**config.mk**
```make
export PLATFORM = sky130hd
export DESIGN_NAME = i2c_req_arbiter
export DESIGN_NICKNAME = d
export VERILOG_FILES = /design/src/rtl/i2c_req_arbiter.sv
export SDC_FILE = /design/constraint.sdc
export NUM_CORES = 1
export LEC_CHECK = 0
export CORE_AREA = 2 2 58 88
export DETAILED_ROUTE_END_ITERATION = 8
export DIE_AREA = 0 0 60 90
export PLACE_DENSITY = 0.87
export SLEW_MARGIN = 20
export SYNTH_ARGS = -nofsm -noshare
export SYNTH_HDL_FRONTEND = slang
export SYNTH_SLANG_ARGS = --single-unit
```
**constraint.sdc**
```tcl
create_clock -name clk -period 3.01 [get_ports clk]
set_clock_uncertainty 0.05 [all_clocks]
set_input_delay 0.4515 -clock clk [delete_from_list [all_inputs] [get_ports clk]]
set_output_delay 0.4515 -clock clk [all_outputs]
set_load 0.03 [all_outputs]
```
**src/rtl/i2c_req_arbiter.sv**
```systemverilog
// rtl/i2c_req_arbiter.sv - round-robin arbiter sharing one i2c master among NUM_REQ requesters; optional watchdog under I2C_TIMEOUT_EN
module i2c_req_arbiter #(
    parameter int NUM_REQ        = 4,
    parameter int START_CYCLES   = 5,
    parameter int TIMEOUT_CYCLES = 4096
) (
    input  logic                 clk,
    input  logic                 rst,
    input  logic [NUM_REQ-1:0]   req,
    input  logic [7*NUM_REQ-1:0] req_addr,
    input  logic [8*NUM_REQ-1:0] req_data,
    input  logic [NUM_REQ-1:0]   req_rw,
    output logic [NUM_REQ-1:0]   grant,
    output logic [NUM_REQ-1:0]   done,
    output logic [NUM_REQ-1:0]   err,
    output logic                 busy,
    output logic                 m_start,
    output logic [6:0]           m_addr,
    output logic [7:0]           m_data,
    output logic                 m_rw,
    input  logic                 m_ready
);

    localparam int IDXW = $clog2(NUM_REQ);
    localparam int SCW  = (START_CYCLES > 1) ? $clog2(START_CYCLES) : 1;

    typedef enum logic [1:0] {
        IDLE      = 2'd0,
        ISSUE     = 2'd1,
        WAIT_BUSY = 2'd2,
        WAIT_DONE = 2'd3
    } state_t;

    state_t          state;
    state_t          state_next;
    logic [IDXW-1:0] rr_ptr;
    logic [IDXW-1:0] owner;
    logic [IDXW-1:0] pick_idx;
    logic [IDXW-1:0] cand_idx;
    logic [IDXW:0]   cand_sum;
    logic            pick_found;
    logic [SCW-1:0]  start_cnt;
    logic            finish;
    logic            timeout;

    // Reject parameter values outside the supported range at elaboration
    if (NUM_REQ < 2 || NUM_REQ > 8 || START_CYCLES < 1 || TIMEOUT_CYCLES < 2) begin : g_bad_params
        $error("i2c_req_arbiter: parameter out of range");
    end

    assign busy    = (state != IDLE);
    assign m_start = (state == ISSUE);

    // Round-robin search: scan offsets high to low so the nearest set bit at or after rr_ptr wins
    always_comb begin
        pick_found = 1'b0;
        pick_idx   = '0;
        cand_sum   = '0;
        cand_idx   = '0;
        for (int k = NUM_REQ - 1; k >= 0; k--) begin
            cand_sum = {1'b0, rr_ptr} + (IDXW+1)'(k);
            if (cand_sum >= (IDXW+1)'(NUM_REQ)) begin
                cand_sum = cand_sum - (IDXW+1)'(NUM_REQ);
            end
            cand_idx = cand_sum[IDXW-1:0];
            if (req[cand_idx]) begin
                pick_found = 1'b1;
                pick_idx   = cand_idx;
            end
        end
    end

`ifdef I2C_TIMEOUT_EN
    localparam int TCW = $clog2(TIMEOUT_CYCLES);
    logic [TCW-1:0] to_cnt;
    logic           to_hit;

    assign to_hit = (to_cnt == TCW'(TIMEOUT_CYCLES - 1));

    // Watchdog counter: cleared while issuing so it starts at zero on entry to WAIT_BUSY
    always_ff @(posedge clk or negedge rst) begin
        if (!rst) begin
            to_cnt <= '0;
            err    <= '0;
        end else begin
            err <= '0;
            if (state == ISSUE) begin
                to_cnt <= '0;
            end else if (state == WAIT_BUSY || state == WAIT_DONE) begin
                to_cnt <= to_cnt + 1'b1;
            end
            if (timeout) begin
                err <= grant;
            end
        end
    end
`else
    logic to_hit;

    assign to_hit = 1'b0;
    assign err    = '0;
`endif

    // Next-state logic; completion has priority over the watchdog in WAIT_DONE
    always_comb begin
        state_next = state;
        finish     = 1'b0;
        timeout    = 1'b0;
        case (state)
            IDLE: begin
                if (m_ready && pick_found) begin
                    state_next = ISSUE;
                end
            end
            ISSUE: begin
                if (start_cnt == SCW'(START_CYCLES - 1)) begin
                    state_next = WAIT_BUSY;
                end
            end
            WAIT_BUSY: begin
                if (to_hit) begin
                    timeout    = 1'b1;
                    state_next = IDLE;
                end else if (!m_ready) begin
                    state_next = WAIT_DONE;
                end
            end
            WAIT_DONE: begin
                if (m_ready) begin
                    finish     = 1'b1;
                    state_next = IDLE;
                end else if (to_hit) begin
                    timeout    = 1'b1;
                    state_next = IDLE;
                end
            end
            default: state_next = IDLE;
        endcase
    end

    // State register plus winner latch, start counter, done pulse and pointer advance
    always_ff @(posedge clk or negedge rst) begin
        if (!rst) begin
            state     <= IDLE;
            rr_ptr    <= '0;
            owner     <= '0;
            grant     <= '0;
            done      <= '0;
            m_addr    <= '0;
            m_data    <= '0;
            m_rw      <= 1'b0;
            start_cnt <= '0;
        end else begin
            state <= state_next;
            done  <= '0;
            if (state == IDLE) begin
                start_cnt <= '0;
                if (state_next == ISSUE) begin
                    owner  <= pick_idx;
                    grant  <= NUM_REQ'(1) << pick_idx;
                    m_addr <= req_addr[pick_idx*7 +: 7];
                    m_data <= req_data[pick_idx*8 +: 8];
                    m_rw   <= req_rw[pick_idx];
                end
            end else if (state == ISSUE) begin
                start_cnt <= start_cnt + 1'b1;
            end
            if (finish || timeout) begin
                done   <= grant;
                grant  <= '0;
                rr_ptr <= (owner == IDXW'(NUM_REQ - 1)) ? '0 : owner + 1'b1;
            end
        end
    end

endmodule

```
Word-level counts from Yosys, hierarchy flattened
Index checks and enable logic that the tools add are counted.
- add/subtract/negate cells: 9
- multiply operators: 1
- divide/modulo/power cells: 0
- $lt $le $gt $ge: 9
- equal/unequal tests: 6
- shifts and indexed selects: 3
- multiplexer cells: 36
- bitwise gates (word level): 0
- reduce and logical (&&, ||, !) cells: 8
- operators by type and width (kind ; count):
    indexed part select 32 x 6 -> 8 bit ; 1
    indexed part select 28 x 6 -> 7 bit ; 1
    2-to-1 mux 2 bit ; 13
    2-to-1 mux 4 bit ; 4
    less-than comparator 2 x 3 -> 1 bit, second input constant ; 5
    2-to-1 mux 1 bit ; 11
    binary-select mux 1 bit (select 2 bit) ; 5
    >= comparator 3 bit, second input constant ; 3
    one-hot mux 2 bit (4 select lines) ; 1
    nonzero test 2 bit ; 4
    subtractor 2 x 1 -> 2 bit, second input constant ; 4
    adder 2 x 2 -> 3 bit, second input constant ; 2
    equality test 2 bit, second input constant ; 3
    2-to-1 mux 3 bit ; 2
    multiplier 2 x 3 -> 5 bit, second input constant ; 1
    equality test 2 x 1 -> 1 bit, second input constant ; 2
    AND reduction 2 bit ; 2
    << shifter 1 x 2 -> 4 bit, first input constant ; 1
    adder 2 x 1 -> 3 bit, second input constant ; 1
    adder 3 x 1 -> 3 bit, second input constant ; 1
    equality test 3 bit, second input constant ; 1
    >= comparator 2 x 3 -> 1 bit, second input constant ; 1
    adder 2 x 1 -> 2 bit, second input constant ; 1
    logical NOT 2 bit ; 1
    logical AND 1 bit ; 1
- bits in registers: 33
- bits in latches: 0
- bits in writable memories: 0
- memory bits (read-only): 0
- output and inout port bits: 30
- memories: 0

Depth between registers and ports, before layout
Gate-level depths: netlist (run 1).
- word-level depth: 16
- depth in mapped cells: 7
- depth with buffers taken out: 5

Worst setup path before layout (run 1)
No wires, ideal clock.
- kind: register to register
- from: register state[0]
- to: register m_addr[0]
- setup time: 86 ps
- data arrival time: 1736 ps
- required time: 2874 ps
- path slack: 1138 ps
- stages on the path, launching flop included: 8
- path buffers: 3
- clock period less this slack: 1872 ps
- cell sequence: dfrtp_1 > or2_1 > or2_1 > buf_6 > or2_1 > buf_6 > buf_6 > o221ai_2
- longest elaborated chain between the ends: 4
- elaborated cells between the ends (all ways): 11
- ends and longest elaborated chain (item ; RTL line ; RTL):
    from (decl) ; 34 ; state_t state;
    from (signal assigned) ; 154 ; state <= state_next;
    equality test 2 bit, or another cell as far along ; 109 ; case (state)
    one-hot mux 2 bit (4 select lines) ; 109 ;
    equality test 2 x 1 -> 1 bit ; 158 ; if (state_next == ISSUE) begin
    AND reduction 2 bit (no source line) (*) ; -- ;
    to (signal assigned) ; 161 ; m_addr <= req_addr[pick_idx*7 +: 7];
    to (decl) ; 18 ; output logic [6:0] m_addr,
Every way passes the cells marked *; elsewhere a longest branch is shown, timed or not.
A chain may end at the register's enable or synchronous reset.

Worst setup path after layout (run 1)
- from: input req[3]
- to: register m_data[2]
- longest elaborated chain between the ends: 11
- elaborated cells between the ends (all ways): 22
- ends and longest elaborated chain (item ; RTL line ; RTL):
    from (decl) ; 9 ; input logic [NUM_REQ-1:0] req,
    binary-select mux 1 bit (select 2 bit) ; 66 ; if (req[cand_idx]) begin
    2-to-1 mux 1 bit (not written as such) ; 66 ;
    2-to-1 mux 1 bit (4 in a row) ; 66 ;
    logical AND 1 bit ; 111 ; if (m_ready && pick_found) begin
    2-to-1 mux 2 bit ; 111 ;
    one-hot mux 2 bit (4 select lines) ; 109 ;
    equality test 2 x 1 -> 1 bit ; 158 ;
    AND reduction 2 bit (no source line) ; -- ;
    to (signal assigned) ; 162 ; m_data <= req_data[pick_idx*8 +: 8];
    to (decl) ; 19 ; output logic [7:0] m_data,
Parallel ways exist; a longest one is shown, timed or not. The select of a mux whose other input is x is not followed.

==> metrics.yaml, run 1 <==
global_route:
  first_pass_grt_wire_length_um: 7935
  first_global_vias: 1726
  antenna_found_initial: 0
  total_overflow_reported_by_the_global_router: 0
  grt_start_max_net_pins: 34
  gr-usage-all-layers: 0.1972
worst_setup_path:
  crit_path_dat_ps: 2320
  critical_path.max_stage_delay_ps: 480
  critical_path.slowest_cell: "clkdlybuf4s50_1"
  timing.rr.end: "m_data[2]$_DFFE_PN0P_"
  critical_path.most_common_cell: "buf_4"
  timing.reg2reg.worst_path_depth: 6
  setup.worst_path.start_class: "input pin"
  path_cells: "clkdlybuf4s50_1 -> o41ai_1 -> or2_1 -> buf_4 -> nand2b_1 -> buf_4 -> o221ai_1"
  cp-end-kind: "flip-flop"
  timing.critical_path.fanout_max: 16
  worst_setup_slack_for_register_to_register_paths_ps: 1050
  worst-endpoint-required_ps: 3110
  critPathKind: "input pin to flip-flop"
  critical_path.reg2reg.startpoint: "state[1]$_DFF_PN0_"
floorplanning:
  start_util: 0.4047
  die_x_um: 60
  core.rowCount: 31
  fp.coreArea_um2: 4693
  fp.dieArea_um2: 5400
  number_of_primary_i_o_pins: 101
  die_h_um: 90
logic_synthesis:
  synth.area.top_cells: "dfrtp_1 (43%), mux2i_1 (17%), o221ai_2 (7.1%)"
  yosys_most_used_dff: "dfrtp_1"
  synth_edf_count: 0
  synth_cell_type_count: 34
  synth_xor_xnor_area_share: 0
  synth_mux_area_frac: 0.1805
  dominant_combinational_cell_family_by_area_after_synthesis: "multiplexers"
  avgSynthCellArea_um2: 11.24
  yosysWarningCount: 0
  yosys.area_share.simple: 0.1146
  post_synth_fa_ha_maj_area_fraction: 0.01976
  yosysSeqAreaShare: 0.4348
  compound_gate_fraction_of_synth_area: 0.1779
  yosys_register_bits: 33
  synth_cells: 169
  synth_async_sr_flop_share: 1.000
  synth_largest_area_cell: "dfrtp_1"
  area_of_the_mapped_netlist_um2: 1899
  synth_largest_type_area_fraction: 0.4348
route:
  postRouteAntennaNets: 0
  detailroute.via_count: 1654
  detail_route.wl_per_cell_um: 15.20
  initial_drc_count: 48
  drtPass1Iterations: 4
  route.detailed.drc: 0
  route.detailed.vias_per_inst: 4.982
  routed_wl_um: 5048
timing:
  slew_viol_final: 0
  rsz0062_at_grt: "no"
  hold_viol: 0
  finalSetupViolations: 0
  max_slew.worst_pin.slew_ps: 728.3
  slew-limit-headroom: 0.5145
  finalCritPeriodShare: 0.7388
  setup-tns-final_ps: 0
  max_clock_freq_ghz: 0.4497
  layout_min_cycle_time_ps: 2224
  hold_ws_ps: 168.9
power:
  vdd_ir_drop_max_mv: 0.5498
  power.combinational.fraction: 0.569
  internal_power_uw: 1466
  power_switching_uw: 1057
  power.switching_fraction: 0.4188
  pwr-share-seq: 0.305
  p_total_uw: 2523
  power_per_cell_area_nw_per_um2: 847.3
  p_leak_uw: 0.001278
  power.share.clock: 0.126
placed_design:
  place.detailed.instances: 324
  port_buffers: 96
  half_perimeter_wire_length_after_detailed_placement_um: 3973
  place.gp.congestion: 0.7732
cts:
  cts_tree: "yes"
  postcts_setup_bufs: 0
  clkSinkCount: 33
  htree_num_levels: 2
  clock-root-buffer: "clkbuf_8"
  clock_path_buffers: 2
  clkTransAtPathRegs_ps: 70
  resize_count_post_cts: 0
  clk-insertion-delay-late_ps: 280
  cts_buffers: 5
  cts.hold.buffers_added: 0
cells_and_area:
  share_of_cells_above_drive_strength_1: 0.1015
  final_net_count: 339
  final-instance-count-excl-fill: 332
  syn_to_final_growth_pct: 56.79
  num_antenna_cells: 0
status:
  outcome: "complete, no violations"
worst_hold_path:
  min-delay-path-class: "input pin to asynchronous set/reset pin"
job:
  max_cap_viol_count: 0
layout by cell type, fill, tap and decap left out, drive strengths merged:
| cell type | count |
|---|---|
| dfrtp | 33 |
| clkdlybuf4s50 | 95 |
| o2111ai | 2 |
| conb | 4 |
| nor3b | 1 |
| nor2 | 5 |
| o41ai | 1 |
| nor2b | 1 |
| a31oi | 1 |
| mux2i | 32 |
| or2 | 3 |
| nor3 | 1 |
| or3 | 1 |
| a21oi | 4 |
| a22o | 2 |
| and3 | 1 |
| mux2 | 2 |
| o221ai | 16 |
| buf | 6 |
| nand2b | 5 |
| a211oi | 1 |
| nand3 | 1 |
| inv | 4 |
| and2 | 4 |
| a32o | 4 |
| o31ai | 1 |
| o21ai | 1 |
| ha | 3 |
| clkinv | 2 |
| a21o | 1 |
| nand2 | 22 |
| clkbuf | 6 |
metal layers:
layer  GRT usage  part of all wire  vias to the layer above
li1            -                 -                      804
met1      0.2093              0.37                      787
met2      0.3478              0.56                       51
met3     0.04460             0.052                       12
met4     0.09444             0.027                        0
met5           0                 0                        -
metrics by stage:
stage	cell area (um^2)	setup slack, ps	util
floorplan	1911	1138	-
global placement	2895	495.1	0.6169
detailed placement	2895	480.5	0.6169
CTS	2978	761.3	0.6345
global route	2978	645.4	0.6345
finish	2978	786.2	0.6345
Yosys cell counts (all sizes together), types with 3 or more instances:
cell type	number
ha	3
buf	13
inv	4
or2	3
nand2	22
and2	4
dfrtp	33
mux2i	32
o221ai	16
nor2	5
nand2b	5
a32o	4
a21oi	4
critical path, delay by kind of cell:
family | cells | cell delay, ps
AO/OA/AOI/OAI | 2 | 620
buffers and inverters | 3 | 930
AND/OR/NAND/NOR | 2 | 320
worst max-delay path by stage:
| stage | from | endpoint | slack, ps |
|---|---|---|---|
| after global routing | req[3] | m_data[2]$_DFFE_PN0P_ | 650 |
| after global placement | req[3] | m_addr[6]$_DFFE_PN0P_ | 500 |
| after detailed placement | req[3] | m_data[2]$_DFFE_PN0P_ | 480 |
| after floorplan | state[0]$_DFF_PN0_ | m_addr[0]$_DFFE_PN0P_ | 1140 |
| final | req[3] | m_data[2]$_DFFE_PN0P_ | 790 |
| after CTS | req[3] | m_data[2]$_DFFE_PN0P_ | 760 |
logic make-up (layout without fill, tap and decap cells):
group,count (synthesis),after routing
compound gates,34,34
fa+ha+maj,3,3
buf+inv,19,113
flops,33,33
mux,34,34
other cells,1,4
simple gates,45,45
power by group through the flow:
stage	sequential [uW]	clock [uW]	combinational (uW)
3_5_place_dp	771	0	1450
4_1_cts	766	329	1460
5_1_grt	791	350	1550
3_3_place_gp	764	0	1430
6_report	769	319	1440
2_1_floorplan	978	0	709
cell type report:
type                    count  area (um^2)
repair buffers            101         1018
clock inverters             2        10.01
multi-input cells         120        953.4
well taps                  66        82.58
fillers                   396         1715
flip-flops and latches     33        825.8
inverters                   4        15.01
clock buffers               6        72.57
sequential cells by signal, summed over array words and instances (netlist names):
register   cells
done           4
grant          4
m_addr         7
m_data         8
m_rw           1
owner          2
rr_ptr         2
start_cnt      3
state          2
Power figures use the tool's default switching activity.
==> run 2: changes to the inputs <==
--- a/config.mk
+++ b/config.mk
@@ -5,10 +5,10 @@
 export SDC_FILE = /design/constraint.sdc
 export NUM_CORES = 1
 export LEC_CHECK = 0
-export CORE_AREA = 2 2 58 88
+export CORE_AREA = 2 2 60 91
 export DETAILED_ROUTE_END_ITERATION = 8
-export DIE_AREA = 0 0 60 90
-export PLACE_DENSITY = 0.87
+export DIE_AREA = 0 0 62 93
+export PLACE_DENSITY = 0.82
 export SLEW_MARGIN = 20
 export SYNTH_ARGS = -nofsm -noshare
 export SYNTH_HDL_FRONTEND = slang
==> constraint.sdc (replaced) <==
create_clock -name clk -period 2.3 [get_ports clk]
set_clock_uncertainty 0.05 [all_clocks]
set_input_delay 0.345 -clock clk [delete_from_list [all_inputs] [get_ports clk]]
set_output_delay 0.345 -clock clk [all_outputs]
set_load 0.03 [all_outputs]
==> run 2 against run 1 <==
Against the previous run: first-iteration DRC count fell by 13%; critical path depth is 5 lower; clock power increased by 29%; wire length rose by 0.44%; count of clock-buffer cells in the layout rose by 2; via count grew 2.1%; setup slack lost 580 ps; combinational power is 35% higher; cell count up 1.2%; critical path type is now flip-flop to output port; critical endpoint is now m_start.
==> metrics.yaml, run 2 (same netlist as run 1, synthesis figures left out) <==
cells_and_area:
  final_core_utilization: 0.6030  # -0.03150
  filler_cell_count: 446  # +13%
  mostFrequentLayoutCell: "clkdlybuf4s50_1"
  top_regs: "m_data: 8 flops, m_addr: 7 flops"
  layout_common_cells: "clkdlybuf4s50_1 (95), dfrtp_1 (33), mux2i_1 (32), nand2_1 (21), o221ai_2 (9)"
  share_of_cells_above_drive_strength_1: 0.1007  # -0.0007575
  registers.top_by_ff_count: "m_data"
  num_antenna_cells: 0  # unchanged
  final_net_count: 341  # +0.59%
  syn_to_final_growth_pct: 58.89
  final-instance-count-excl-fill: 336  # +1.2%
  largest_register_ffs: 8  # unchanged
cts:
  clkTransAtPathRegs_ps: 70  # about the same
  cts_buffers: 5  # unchanged
  resize_count_post_cts: 0  # unchanged
  htree_num_levels: 2  # unchanged
  clock-root-buffer: "clkbuf_8"
  cts_tree: "yes"
  clk-insertion-delay-late_ps: 270  # about the same
  clock_path_buffers: 2  # unchanged
  cts.hold.buffers_added: 0  # unchanged
  postcts_setup_bufs: 0  # unchanged
  clkSinkCount: 33  # unchanged
placed_design:
  place.gp.congestion: 0.7520  # -2.7%
  half_perimeter_wire_length_after_detailed_placement_um: 3938  # -0.89%
  dp_worst_setup_slack_ps: 34.63  # -445.8 ps
  port_buffers: 96  # unchanged
  place.detailed.instances: 328  # +1.2%
worst_setup_path:
  path_cells: "nor2b_1 -> clkdlybuf4s50_1"
  critical_path.max_stage_delay_ps: 710  # +230 ps
  critical_path.n_buffers_inverters: 1  # -2
  timing.critical_path.fanout_max: 8  # -8
  worst-endpoint-required_ps: 1900  # -1210 ps
  critPathKind: "flip-flop to output port"
  cp_top_family: "buffers and inverters"
  cp-end-kind: "output port"
  crit_path_dat_ps: 1690  # -630 ps
  setup.worst_path.start_class: "flip-flop"
  critical_path.slowest_cell: "clkdlybuf4s50_1"
floorplanning:
  start_util: 0.3795  # -0.02519
  fp.dieArea_um2: 5766  # +6.8%
  die_h_um: 93  # +3.3%
  number_of_primary_i_o_pins: 101  # unchanged
  fp.coreArea_um2: 5005  # +6.6%
  core.rowCount: 32  # +3.2%
  die_x_um: 62  # +3.3%
power:
  p_total_uw: 3329  # +32%
  p_leak_uw: 0.001295  # +1.3%
  power.share.clock: 0.124  # -0.002
  internal_power_uw: 1965  # +34%
  power_switching_uw: 1364  # +29%
  power_per_cell_area_nw_per_um2: 1103  # +30%
  power.combinational.fraction: 0.582  # +0.013
  vdd_ir_drop_max_mv: 0.9469  # +72%
  pwr-share-seq: 0.295  # -0.010
  power.switching_fraction: 0.4098  # -0.009000
global_route:
  first_global_vias: 1693  # -1.9%
  antenna_found_initial: 0  # unchanged
  grt_start_max_net_pins: 34  # unchanged
  total_overflow_reported_by_the_global_router: 0  # unchanged
  first_pass_grt_wire_length_um: 7686  # -3.1%
  gr-usage-all-layers: 0.1785  # -0.01867
timing:
  max_clock_freq_ghz: 0.4786
  layout_min_cycle_time_ps: 2089
  hold_viol: 0  # unchanged
  slew-limit-headroom: 0.4995  # -0.01499
  rsz0062_at_grt: "no"
  finalCritPeriodShare: 0.9084
  max_slew.worst_pin.slew_ps: 750.8  # +22.48 ps
  slew_viol_final: 0  # unchanged
  finalSetupViolations: 0  # unchanged
  setup-tns-final_ps: 0  # unchanged
  timing.final.ws_setup_ps: 210.7  # -575.6 ps
route:
  postRouteAntennaNets: 0  # unchanged
  route.detailed.drc: 0  # unchanged
  drtPass1Iterations: 4  # unchanged
  detail_route.wl_per_cell_um: 15.09  # -0.76%
  detailroute.via_count: 1689  # +2.1%
  routed_wl_um: 5070  # +0.44%
  initial_drc_count: 42  # -13%
  route.detailed.vias_per_inst: 5.027  # +0.90%
status:
  outcome: "complete, no violations"
worst_hold_path:
  min-delay-path-class: "input pin to asynchronous set/reset pin"
job:
  max_cap_viol_count: 0  # unchanged
-- run 2: changes by cell type in the layout (fill, tap and decap cells not counted) --
cell,delta
clkinv_2,-2
buf_12,+2
clkbuf_1,+2
-- run 2: layout make-up --
type	instances	area, um^2	share of cell area
Inverter	4	15.01	0.004975
Multi-Input combinational cell	120	953.4	0.3159
Sequential cell	33	825.8	0.2736
Clock buffer	8	80.08	0.02653
Tap cell	68	85.08	0.02819
Timing Repair Buffer	103	1059	0.3507
-- run 2: layer usage --
metal  vias to the layer above  global-route usage  share of wire
li1                        813                   -              -
met1                       812              0.1888           0.36
met2                        56              0.3247           0.56
met3                         8             0.04703          0.062
met4                         0             0.05674          0.017
met5                         -                   0              0
-- run 2: path summary, 6_finish.rpt --
path	start	endpoint	slack, ps	cells past startpoint
max in group asynchronous	rst	start_cnt[2]$_DFFE_PN0P_	1640	1
worst min register to register	m_addr[5]$_DFFE_PN0P_	m_addr[5]$_DFFE_PN0P_	430	2
worst max register to register	rr_ptr[1]$_DFFE_PN0P_	m_data[1]$_DFFE_PN0P_	540	6
worst max-delay path	state[0]$_DFF_PN0_	m_start	210	2
worst min-delay path	rst	m_addr[4]$_DFFE_PN0P_	80	1
min in group clk	m_addr[5]$_DFFE_PN0P_	m_addr[5]$_DFFE_PN0P_	430	2
-- run 2: through the flow --
| stage | hold slack (ps) | instance area (um^2) |
|---|---|---|
| detailed placement | 401.2 | 2938 |
| global route | 128.1 | 3018 |
| global placement | 395.6 | 2938 |
| finish | 83.34 | 3018 |
| floorplan | -0.5911 | 1911 |
| CTS | 90.23 | 3018 |
-- run 2: power by group through the flow --
stage                     combinational, uW  sequential, uW  clock [uW]
after floorplan                         928            1280           0
after detailed placement               1960             989           0
final                                  1940             981         412
after global placement                 1930             981           0
after CTS                              1970             982         429
after global routing                   2090            1010         449
